**config.mk**
```make
export PLATFORM = sky130hd
export DESIGN_NAME = multicycle_ctrl
export DESIGN_NICKNAME = d
export VERILOG_FILES = /design/src/rtl/mc_pkg.sv /design/src/rtl/mc_opdecode.sv /design/src/rtl/multicycle_ctrl.sv
export SDC_FILE = /design/constraint.sdc
export NUM_CORES = 1
export LEC_CHECK = 0
export CORE_MARGIN = 2
export CORE_UTILIZATION = 52
export DETAILED_ROUTE_END_ITERATION = 16
export PLACE_DENSITY = 0.85
export SLEW_MARGIN = 20
export SYNTH_ARGS = -nofsm -noshare
export SYNTH_HDL_FRONTEND = slang
export SYNTH_SLANG_ARGS = --single-unit
```
**constraint.sdc**
```tcl
create_clock -name clk -period 5.43 [get_ports clk]
set_clock_uncertainty 0.15 [all_clocks]
set_input_delay 1.3575 -clock clk [delete_from_list [all_inputs] [get_ports clk]]
set_output_delay 1.3575 -clock clk [all_outputs]
set_load 0.1 [all_outputs]
```
**src/rtl/mc_pkg.sv**
```systemverilog
// Shared types and constants for the multicycle datapath controller.
package mc_pkg;

  typedef enum logic [3:0] {
    FETCH  = 4'd0,
    DECODE = 4'd1,
    MEMADR = 4'd2,
    MEMRD  = 4'd3,
    MEMWB  = 4'd4,
    MEMWR  = 4'd5,
    REXEC  = 4'd6,
    RWB    = 4'd7,
    IEXEC  = 4'd8,
    IWB    = 4'd9,
    BRANCH = 4'd10,
    JUMP   = 4'd11
  } state_t;

  typedef enum logic [2:0] {
    CL_MEM, CL_R, CL_I, CL_BR, CL_JUMP, CL_ILL
  } op_class_t;

  localparam logic [5:0] OP_RTYPE = 6'b000000;
  localparam logic [5:0] OP_LW    = 6'b100011;
  localparam logic [5:0] OP_SW    = 6'b101011;
  localparam logic [5:0] OP_ADDI  = 6'b001000;
  localparam logic [5:0] OP_ANDI  = 6'b001100;
  localparam logic [5:0] OP_ORI   = 6'b001101;
  localparam logic [5:0] OP_SLTI  = 6'b001010;
  localparam logic [5:0] OP_BEQ   = 6'b000100;
  localparam logic [5:0] OP_BNE   = 6'b000101;
  localparam logic [5:0] OP_BGTZ  = 6'b000111;
  localparam logic [5:0] OP_J     = 6'b000010;

  localparam logic [1:0] ALUOP_ADD    = 2'b00;
  localparam logic [1:0] ALUOP_SUB    = 2'b01;
  localparam logic [1:0] ALUOP_FUNCT  = 2'b10;
  localparam logic [1:0] ALUOP_ILOGIC = 2'b11;

  localparam logic [1:0] SRCB_REG   = 2'b00;
  localparam logic [1:0] SRCB_FOUR  = 2'b01;
  localparam logic [1:0] SRCB_IMM   = 2'b10;
  localparam logic [1:0] SRCB_IMMSH = 2'b11;

  localparam logic [1:0] PCSRC_ALU    = 2'b00;
  localparam logic [1:0] PCSRC_ALUOUT = 2'b01;
  localparam logic [1:0] PCSRC_JUMP   = 2'b10;

  localparam logic [1:0] BR_EQ  = 2'b00;
  localparam logic [1:0] BR_NE  = 2'b01;
  localparam logic [1:0] BR_GTZ = 2'b10;

  // Control word; the ALU control decoder consumes the aluop field.
  typedef struct packed {
    logic       pcwrite;
    logic       pcwritecond;
    logic       iord;
    logic       memread;
    logic       memwrite;
    logic       irwrite;
    logic       memtoreg;
    logic       regdst;
    logic       regwrite;
    logic       alusrca;
    logic [1:0] alusrcb;
    logic [1:0] pcsource;
    logic [1:0] brtype;
    logic [1:0] aluop;
  } ctrl_t;

endpackage

```
**src/rtl/mc_opdecode.sv**
```systemverilog
// Combinational opcode classifier: instruction class and branch flavour.
module mc_opdecode
  import mc_pkg::*;
(
  input  logic [5:0] opcode,
  output op_class_t  op_class,
  output logic [1:0] brtype
);

  // Classify the opcode; anything unrecognised is illegal.
  always_comb begin
    op_class = CL_ILL;
    brtype   = BR_EQ;
    case (opcode)
      OP_LW, OP_SW:                     op_class = CL_MEM;
      OP_RTYPE:                         op_class = CL_R;
      OP_ADDI, OP_ANDI, OP_ORI, OP_SLTI: op_class = CL_I;
      OP_BEQ:  begin op_class = CL_BR; brtype = BR_EQ;  end
      OP_BNE:  begin op_class = CL_BR; brtype = BR_NE;  end
      OP_BGTZ: begin op_class = CL_BR; brtype = BR_GTZ; end
      OP_J:                             op_class = CL_JUMP;
      default:                          op_class = CL_ILL;
    endcase
  end

endmodule

```
**src/rtl/multicycle_ctrl.sv**
```systemverilog
// Multicycle datapath control FSM (Moore outputs, outputs forced low in reset).
//
// state  | meaning
// FETCH  | read instruction, PC+4; wait for MemReady
// DECODE | register read, branch target; latch opcode, dispatch
// MEMADR | compute load/store address
// MEMRD  | data read; wait for MemReady
// MEMWB  | write loaded data to rt
// MEMWR  | data write; wait for MemReady
// REXEC  | R-type ALU operation
// RWB    | write ALU result to rd
// IEXEC  | immediate ALU operation
// IWB    | write ALU result to rt
// BRANCH | conditional PC update
// JUMP   | unconditional PC update
module multicycle_ctrl
  import mc_pkg::*;
(
  input  logic       clk,
  input  logic       reset,
  input  logic [5:0] Opcode,
  input  logic       MemReady,
  output logic       PCWrite,
  output logic       PCWriteCond,
  output logic       IorD,
  output logic       MemRead,
  output logic       MemWrite,
  output logic       IRWrite,
  output logic       MemtoReg,
  output logic       RegDst,
  output logic       RegWrite,
  output logic       ALUSrcA,
  output logic [1:0] ALUSrcB,
  output logic [1:0] PCSource,
  output logic [1:0] BrType,
  output logic [1:0] ALUOp,
  output logic       Illegal
);

  state_t     state_q, state_d;
  logic [5:0] op_q;
  logic       illegal_q;
  logic [5:0] dec_op;
  op_class_t  dec_class;
  logic [1:0] dec_brtype;
  ctrl_t      ctrl, ctrl_o;

  // The live opcode is only looked at in DECODE; everywhere else the latched copy drives the decoder.
  assign dec_op = (state_q == DECODE) ? Opcode : op_q;

  mc_opdecode u_opdecode (
    .opcode   (dec_op),
    .op_class (dec_class),
    .brtype   (dec_brtype)
  );

  // State, latched opcode and the registered illegal-opcode pulse.
  always_ff @(posedge clk) begin
    if (reset) begin
      state_q   <= FETCH;
      op_q      <= 6'b000000;
      illegal_q <= 1'b0;
    end else begin
      state_q   <= state_d;
      illegal_q <= (state_q == DECODE) && (dec_class == CL_ILL);
      if (state_q == DECODE) op_q <= Opcode;
    end
  end

  // Next-state and per-state control word.
  always_comb begin
    state_d = FETCH;
    ctrl    = '0;
    case (state_q)
      FETCH: begin
        ctrl.memread = 1'b1;
        ctrl.alusrcb = SRCB_FOUR;
        ctrl.irwrite = MemReady;
        ctrl.pcwrite = MemReady;
        state_d      = MemReady ? DECODE : FETCH;
      end
      DECODE: begin
        ctrl.alusrcb = SRCB_IMMSH;
        case (dec_class)
          CL_MEM:  state_d = MEMADR;
          CL_R:    state_d = REXEC;
          CL_I:    state_d = IEXEC;
          CL_BR:   state_d = BRANCH;
          CL_JUMP: state_d = JUMP;
          default: state_d = FETCH;
        endcase
      end
      MEMADR: begin
        ctrl.alusrca = 1'b1;
        ctrl.alusrcb = SRCB_IMM;
        state_d      = (op_q == OP_SW) ? MEMWR : MEMRD;
      end
      MEMRD: begin
        ctrl.memread = 1'b1;
        ctrl.iord    = 1'b1;
        state_d      = MemReady ? MEMWB : MEMRD;
      end
      MEMWB: begin
        ctrl.regwrite = 1'b1;
        ctrl.memtoreg = 1'b1;
      end
      MEMWR: begin
        ctrl.memwrite = 1'b1;
        ctrl.iord     = 1'b1;
        state_d       = MemReady ? FETCH : MEMWR;
      end
      REXEC: begin
        ctrl.alusrca = 1'b1;
        ctrl.aluop   = ALUOP_FUNCT;
        state_d      = RWB;
      end
      RWB: begin
        ctrl.regwrite = 1'b1;
        ctrl.regdst   = 1'b1;
      end
      IEXEC: begin
        ctrl.alusrca = 1'b1;
        ctrl.alusrcb = SRCB_IMM;
        ctrl.aluop   = (op_q == OP_ADDI) ? ALUOP_ADD : ALUOP_ILOGIC;
        state_d      = IWB;
      end
      IWB: ctrl.regwrite = 1'b1;
      BRANCH: begin
        ctrl.alusrca     = 1'b1;
        ctrl.aluop       = ALUOP_SUB;
        ctrl.pcwritecond = 1'b1;
        ctrl.pcsource    = PCSRC_ALUOUT;
        ctrl.brtype      = dec_brtype;
      end
      JUMP: begin
        ctrl.pcwrite  = 1'b1;
        ctrl.pcsource = PCSRC_JUMP;
      end
      default: state_d = FETCH;
    endcase
  end

  // Reset blanks every output in the very cycle it is sampled.
  assign ctrl_o      = reset ? '0 : ctrl;
  assign PCWrite     = ctrl_o.pcwrite;
  assign PCWriteCond = ctrl_o.pcwritecond;
  assign IorD        = ctrl_o.iord;
  assign MemRead     = ctrl_o.memread;
  assign MemWrite    = ctrl_o.memwrite;
  assign IRWrite     = ctrl_o.irwrite;
  assign MemtoReg    = ctrl_o.memtoreg;
  assign RegDst      = ctrl_o.regdst;
  assign RegWrite    = ctrl_o.regwrite;
  assign ALUSrcA     = ctrl_o.alusrca;
  assign ALUSrcB     = ctrl_o.alusrcb;
  assign PCSource    = ctrl_o.pcsource;
  assign BrType      = ctrl_o.brtype;
  assign ALUOp       = ctrl_o.aluop;
  assign Illegal     = illegal_q & ~reset;

endmodule

```
* After elaboration in Yosys (flattened, before gate mapping) *
Cells that the tools add are included.

cells by class
  bitwise gates (word level) = 2
  $add $sub $neg = 0
  reductions and logical operators = 12
  shifts and indexed selects = 0
  eq/ne operators = 28
  $mul = 0
  div/mod/pow operators = 0
  order comparisons = 0
  muxes and demuxes = 25

operators by type and width
  operator              number
  $eq A6 B4 Y1 const B  5
  $pmux W4 S7           1
  $pmux W4 S5           1
  $eq A6 B3 Y1 const B  3
  $eq A6 B6 Y1 const B  3
  $mux W18              1
  $eq A4 B3 Y1 const B  4
  $eq A4 B4 Y1 const B  4
  $pmux W3 S5           1
  $pmux W2 S3           2
  $mux W1               10
  $mux W3               3
  $eq A4 B2 Y1 const B  2
  $pmux W2 S2           2
  $reduce_or A2 Y1      4
  $reduce_or A4 Y1      2
  $eq A3 B2 Y1 const B  2
  $eq A3 B3 Y1 const B  2
  $eq A6 B2 Y1 const B  1
  $logic_not A6 Y1      1
  $mux W6               1
  $reduce_or A3 Y1      2
  $eq A4 B1 Y1 const B  1
  $logic_not A4 Y1      1
  other kinds (7)       8

word-level totals
  bits in latches = 0
  bits in writable memories = 0
  ROM bits = 0
  memories kept = 0
  word-level logic and storage cells = 70
  register bits after elaboration = 11
  output and inout bits = 19
  bits of input ports = 9

* Longest topological paths before layout *
Gate-level depths: netlist (run 1).

  depth after elaboration = 8
  depth in mapped cells = 6
  gate-level depth less buffers = 4

* By module *
Synthesis (run 1) repeated with hierarchy kept, for this count alone.

unflattened totals
  cell total of the unflattened synthesis = 119
  area total of the unflattened synthesis = 965.9 um^2

modules (own cells, without submodules)
  module           sequential area each (um^2)  instances  area an instance (um^2)  cells an instance
  multicycle_ctrl  220.2                        1          839.6                    101
  mc_opdecode      0.0                          1          126.4                    18

* Worst setup path after synthesis (run 1) *
Ideal clock, no wire load.

  path type = input to output
  start = input port reset
  end = output port ALUSrcA
  data required time = 3.923 ns
  path buffers = 1
  stages = 2
  arrival = 6.280 ns
  path slack = -2.358 ns
  cell sequence = clkbuf_1 a2111oi_0

on the way
  longest elaborated chain between the ends = 1

RTL lines
  element      line                    text
  from (decl)  multicycle_ctrl.sv:20   input logic reset,
  $mux W18     multicycle_ctrl.sv:144  assign ctrl_o = reset ? '0 : ctrl;
  to (decl)    multicycle_ctrl.sv:32   output logic ALUSrcA,

Every way passes these cells.

* Final worst setup path (run 1) *
  start = input port Opcode[5]
  end = output port BrType[0]

on the way
  longest elaborated chain between the ends = 5
  elaborated cells on any way between the ends = 6
  classes of those cells = eq/ne (2); mux (4)

RTL lines
  element        line                    text
  from (decl)    multicycle_ctrl.sv:21   input logic [5:0] Opcode,
  $mux W6 *      n/a
  $eq A6 B3 Y1   mc_opdecode.sv:14       case (opcode)
  $pmux W2 S2 *  mc_opdecode.sv:14
  $mux W2 *      multicycle_ctrl.sv:74   case (state_q)
  $mux W18 *     multicycle_ctrl.sv:144
  to (decl)      multicycle_ctrl.sv:35   output logic [1:0] BrType,

Mark *: on every way between the ends. The rest lies on a longest branch, timed or not.

==> qor.yml, run 1 <==
run_status:
  status: "finished, final reports clean"
timing:
  fmax_mhz: 219
  setup-tns-final_ns: 0
  grt_setup_unrepaired: "false"
  min_period_over_period: 0.840
  fin_crit_ns: 4.56
  max-slew-margin-rel: 0.504
  tightest_slew_ns: 0.724
  final_count_of_hold_timing_violations: 0
  setup_viol: 0
  timing_max_transition_violations_final: 0
synthesis:
  postSynthAreaPerCell_um2: 7.39
  synth_seq_area_share: 0.206
  postSynth.topFlopCell: "sky130_fd_sc_hd__dfxtp_1"
  post_synth_most_frequent_cells: "16 x sky130_fd_sc_hd__nor2_1, 11 x sky130_fd_sc_hd__dfxtp_1, 10 x sky130_fd_sc_hd__nand2_1"
  mappedNetlistArea_mm2: 0.00107
  synth_top_cells_by_area: "sky130_fd_sc_hd__dfxtp_1 21%, sky130_fd_sc_hd__mux2i_1 6.5%, sky130_fd_sc_hd__nor2_1 5.6%, sky130_fd_sc_hd__nor2b_1 5.3%, sky130_fd_sc_hd__o21ai_0 3.7%"
  synth_seq_cells: 11
  synth_top_area_share: 0.206
  ys_types: 46
  postSynth.asyncResetShare: 0
  synth.yosys.warnings: 0
  yosysMostFrequentCell: "sky130_fd_sc_hd__nor2_1"
  synthDominantAreaCellType: "sky130_fd_sc_hd__dfxtp_1"
  mappedNetlistNets: 154
  synth_edf_count: 0
  netlist_instances: 145
global_route:
  grt_pass1_vias: 1073
  globalRouteTotalUtil: 0.270
  gr-total-overflow: 0
  antenna_found_initial: 0
  grt_max_degree: 20
  grt_pass1_wl_um: 5180
finish:
  utilization_of_the_core_after_routing: 0.712
  syn2layout_area_growth_pct: 30.4
  drive_above_1_share: 0.217
  fillers: 165
  register_area_um2: 220
  fin_nets: 176
  multiInputGateArea_um2: 785
  antenna_diode_count: 0
cts:
  cts_setup_buffers: 0
  tritoncts: "done"
  h-tree-depth: 1
  holdBufCountCts: 0
  post_cts_resize_count: 0
  ctsRootBufferMaster: "sky130_fd_sc_hd__clkbuf_4"
  clock_insertion_delay_worst_skew_ns: 0.27
  cts_num_sinks: 11
  cts-buffers-inserted: 3
  clk_pin_slew_ns: 0.07
  buffers_from_clock_root_to_sink_at_most: 2
route:
  final_antenna_net_count: 0
  drt_iter0_markers: 39
  dr.pass1.iters: 4
  route.detailed.wl_per_inst_um: 16.2
  drc: 0
  routed_wl_um: 3130
  via_per_inst: 6.23
  overall_via_count_from_detail_route: 1203
placement:
  gpl.final_weighted_congestion: 0.890
  io_buffer_count: 27
  detailed_placement_hpwl_um: 2290
die:
  core.rowCount: 16
  die_w_um: 49.4
  die_h_um: 49.4
  die-area_mm2: 0.00244
  io_pins: 28
  initial_core_utilization: 0.546
  core-area_mm2: 0.00196
worst_setup_path:
  critPathKind: "primary input to output port"
  end_kind: "output port"
  cp.arrival_ns: 3.05
  worst_setup_path_start_kind: "primary input"
  required_ns: 3.92
  cp_max_fo: 6
power_and_ir_drop:
  power.density_cell_area_mw_per_mm2: 225
  static-leakage-power_nw: 0.528
  vdd.ir_drop.worst_uv: 157
min_path:
  hold_class: "flip-flop to flip-flop"
job:
  maxCapViolations: 0
==> state kept, by name, indices dropped and copies added (netlist names) <==
name	flops
op_q	6
state_q	4
illegal_q	1
==> cells by family (layout without fill, tap and decap cells) <==
family	after synthesis	count (layout)	synth area share
flip-flops	11	11	0.206
buffers and inverters	17	38	0.0783
AND/OR/NAND/NOR	71	71	0.368
multiplexers	8	8	0.0864
XOR/XNOR	2	2	0.0164
AO/OA/AOI/OAI	36	36	0.245
==> metrics by stage <==
step | total power, W | worst slack, ns | instance area [um2] | hold slack (ns) | instances
floorplan | 0.000213 | 0.0539 | 1090 | 0.326 | 145
global placement | 0.000253 | 0.970 | 1370 | 0.344 | 189
detailed placement | 0.000255 | 0.916 | 1370 | 0.366 | 189
CTS | 0.000312 | 0.904 | 1400 | 0.376 | 193
global route | 0.000328 | 0.804 | 1400 | 0.421 | 193
finish | 0.000314 | 0.869 | 1400 | 0.388 | 193
==> cell usage in the layout (no fill, tap or decap), drive strengths merged, types with 7 or more instances in the layout <==
| cell type | instances |
|---|---|
| buf | 21 |
| dfxtp | 11 |
| mux2i | 8 |
| a21oi | 7 |
| nor3 | 7 |
| o21ai | 9 |
| clkdlybuf4s50 | 8 |
| nor2b | 9 |
| nor2 | 16 |
| nand2 | 10 |
==> final timing paths <==
path	slack [ns]	depth (start not counted)	startpoint	end
worst max register to register	2.86	5	state_q[0]	illegal_q
worst max-delay path	0.87	6	Opcode[5]	BrType[0]
worst min-delay path	0.39	2	op_q[5]	op_q[5]
worst min register to register	0.39	2	op_q[5]	op_q[5]
==> critical path, cell delays in order <==
cell	delay, ns
sky130_fd_sc_hd__clkdlybuf4s50_1	0.49
sky130_fd_sc_hd__nor2_1	0.30
sky130_fd_sc_hd__and3_1	0.21
sky130_fd_sc_hd__o21ai_0	0.17
sky130_fd_sc_hd__nor4_2	0.29
sky130_fd_sc_hd__buf_12	0.22
==> metal layers <==
metal / up-vias / wire length, um / GRT usage
li1: 581 / - / -
met1: 555 / 1420 / 0.391
met2: 56 / 1460 / 0.410
met3: 11 / 195 / 0.0521
met4: 0 / 58 / 0.0648
met5: - / 0 / 0
==> where the power goes <==
part	internal, W	total (W)	switching, W	leakage (nW)
Combinational	0.0000551	0.000152	0.0000972	0.424
Clock	0.0000285	0.0000567	0.0000282	0.0150
Sequential	0.0000869	0.000105	0.0000177	0.0896
==> cell type report <==
type | count | share of cell area
clock buffers | 4 | 0.0188
inverters | 5 | 0.0134
multi-input cells | 117 | 0.562
flip-flops and latches | 11 | 0.158
well taps | 27 | 0.0242
repair buffers | 29 | 0.224
No activity file was read; power rests on OpenSTA's default activity.
==> run 2, diff against run 1 <==
CORE_UTILIZATION = 43   (was 52)
PLACE_DENSITY = 0.75   (was 0.85)
clock period = 3.85 ns   (was 5.43 ns; I/O delays follow)
==> run 2 against run 1 <==
  * Routed wire length decreased by 4.3%
  * Via count decreased by 0.91%
  * Global-route usage decreased by 4.6 points
  * Die area increased by 19%
  * Clock power increased by 43%
  * Power increased by 47%
  * Worst setup slack got worse by 0.69 ns
  * Sequential share of layout area decreased by 2.3 points
  * Utilization decreased by 3.2 points
  * Worst hold slack got worse by 0.019 ns
  * Register-to-register slack got worse by 1.3 ns
==> qor.yml, run 2 (same netlist as run 1, synthesis figures left out) <==
global_route:
  grt_max_degree: 19  # -5.0%
  grt_pass1_vias: 1050  # -2.1%
  globalRouteTotalUtil: 0.224  # -0.0459
  grt_pass1_wl_um: 4710  # -9.2%
  antenna_found_initial: 0  # unchanged
  gr-total-overflow: 0  # unchanged
cts:
  clk_pin_slew_ns: 0.07  # about the same
  post_cts_resize_count: 0  # unchanged
  h-tree-depth: 1  # unchanged
  tritoncts: "done"
  cts-buffers-inserted: 3  # unchanged
  ctsRootBufferMaster: "sky130_fd_sc_hd__clkbuf_4"
  cts_setup_buffers: 0  # unchanged
  clock_insertion_delay_worst_skew_ns: 0.28  # about the same
  buffers_from_clock_root_to_sink_at_most: 2  # unchanged
  holdBufCountCts: 0  # unchanged
  cts_num_sinks: 11  # unchanged
power_and_ir_drop:
  finalPower_w: 0.000462  # +47%
  vdd.ir_drop.worst_uv: 245  # +56%
  power.density_cell_area_mw_per_mm2: 282  # +25%
  static-leakage-power_nw: 0.619  # +17%
die:
  core.rowCount: 18  # +2
  die_h_um: 53.9  # +9.2%
  core-area_mm2: 0.00241  # +23%
  initial_core_utilization: 0.444  # -0.101
  io_pins: 28  # unchanged
  die-area_mm2: 0.00291  # +19%
  die_w_um: 53.9  # +9.2%
finish:
  max_reg_flops: 6  # unchanged
  fin_nets: 183  # +4.0%
  layout_top_registers: "op_q x6, state_q x4, illegal_q x1"
  drive_above_1_share: 0.260  # +0.0432
  antenna_diode_count: 0  # unchanged
  layout.cells.most_common_list: "19 x sky130_fd_sc_hd__buf_12, 15 x sky130_fd_sc_hd__nor2_1, 11 x sky130_fd_sc_hd__dfxtp_1, 10 x sky130_fd_sc_hd__nand2_1"
  layout_commonest_cell: "sky130_fd_sc_hd__buf_12"
  registers.top_by_ff_count: "op_q"
  syn2layout_area_growth_pct: 53.0
worst_setup_path:
  cp_max_fo: 5  # -1
  critPathKind: "primary input to output port"
  worstReg2RegStart: "state_q[3]"
  timing.critical_path.slowest_stage_cell: "sky130_fd_sc_hd__clkdlybuf4s50_1"
  critical_path.cell_chain: "clkdlybuf4s50_1 -> nor2_1 -> and3_1 -> o21ai_0 -> nor4_4 -> buf_12"
  worst_path_largest_cell_delay_ns: 0.48  # about the same
  required_ns: 2.74  # -1.18 ns
  cp.arrival_ns: 2.56  # -0.49 ns
  reg2reg_slack_ns: 1.56  # -1.30 ns
  worst_setup_path_start_kind: "primary input"
  r2r_cells: 4  # -1
  end_of_the_worst_register_to_register_path: "state_q[2]"
  end_kind: "output port"
min_path:
  timing.hold.worst_path_depth: 2  # unchanged
  worstHoldStart: "op_q[4]"
  hold_class: "flip-flop to flip-flop"
  hold-path-endpoint: "op_q[4]"
timing:
  final_count_of_hold_timing_violations: 0  # unchanged
  tightest_slew_ns: 0.521  # -0.203 ns
  min_period_over_period: 0.955
  fin_crit_ns: 3.68
  grt_setup_unrepaired: "false"
  setup_viol: 0  # unchanged
  fmax_mhz: 272
  setup_slack_ns: 0.175  # -0.694 ns
  timing_max_transition_violations_final: 0  # unchanged
  max-slew-margin-rel: 0.643  # +0.139
placement:
  gpl.final_weighted_congestion: 0.980  # +10%
  post_place_setup_slack_ns: 0.194  # -0.722 ns
  io_buffer_count: 27  # unchanged
  detailed_placement_hpwl_um: 2350  # +2.5%
route:
  drc: 0  # unchanged
  overall_via_count_from_detail_route: 1192  # -0.91%
  routed_wl_um: 2990  # -4.3%
  final_antenna_net_count: 0  # unchanged
  via_per_inst: 5.87  # -5.8%
  drt_iter0_markers: 45  # +15%
  dr.pass1.iters: 4  # unchanged
  route.detailed.wl_per_inst_um: 14.7  # -9.0%
job:
  maxCapViolations: 0  # unchanged
run_status:
  status: "finished, final reports clean"
## run 2: layout make-up
cell class                 count  area (um2)
clock buffer                   4        26.3
fill                         182         771
inverter                       5        18.8
multi-input combinational    117         808
sequential                    11         220
tap                           30        37.5
timing repair buffer          36         528
## run 2: worst max-delay path, delay by kind of cell
| kind | cells | cell delay (ns) |
|---|---|---|
| AND/OR/NAND/NOR | 3 | 0.74 |
| buffers and inverters | 2 | 0.69 |
| AO/OA/AOI/OAI | 1 | 0.16 |
## run 2: power breakdown
group	switching (W)	internal (W)	leakage [nW]
Combinational	0.000153	0.0000932	0.514
Clock	0.0000408	0.0000402	0.0150
Sequential	0.0000119	0.000123	0.0896
## run 2: how the worst max path moves through the flow
| stage | startpoint | cells past startpoint | to | slack (ns) |
|---|---|---|---|---|
| 6_report | Opcode[4] | 6 | BrType[0] | 0.17 |
| 5_1_grt | Opcode[5] | 6 | BrType[0] | 0.09 |
| 4_1_cts | Opcode[4] | 6 | BrType[1] | 0.19 |
| 3_5_place_dp | Opcode[5] | 6 | BrType[1] | 0.19 |
| 3_3_place_gp | Opcode[5] | 6 | BrType[0] | 0.26 |
| 2_1_floorplan | reset | 3 | ALUOp[1] | -0.74 |
## run 2: per-layer routing
| metal | part of all wire | global-route usage |
|---|---|---|
| met5 | 0 | 0 |
| met4 | 0.0050 | 0.0385 |
| met3 | 0.081 | 0.0639 |
| met2 | 0.49 | 0.366 |
| met1 | 0.42 | 0.296 |
## run 2: through the flow
stage                     instance area (um2)  setup TNS, ns  instances  utilization  hold WS [ns]
after floorplan                          1110          -3.97        145            -         0.326
after global placement                   1610              0        199        0.669         0.349
after detailed placement                 1610              0        199        0.669         0.353
after CTS                                1640              0        203        0.680         0.362
after global routing                     1640              0        203        0.680         0.417
final                                    1640              0        203        0.680         0.368
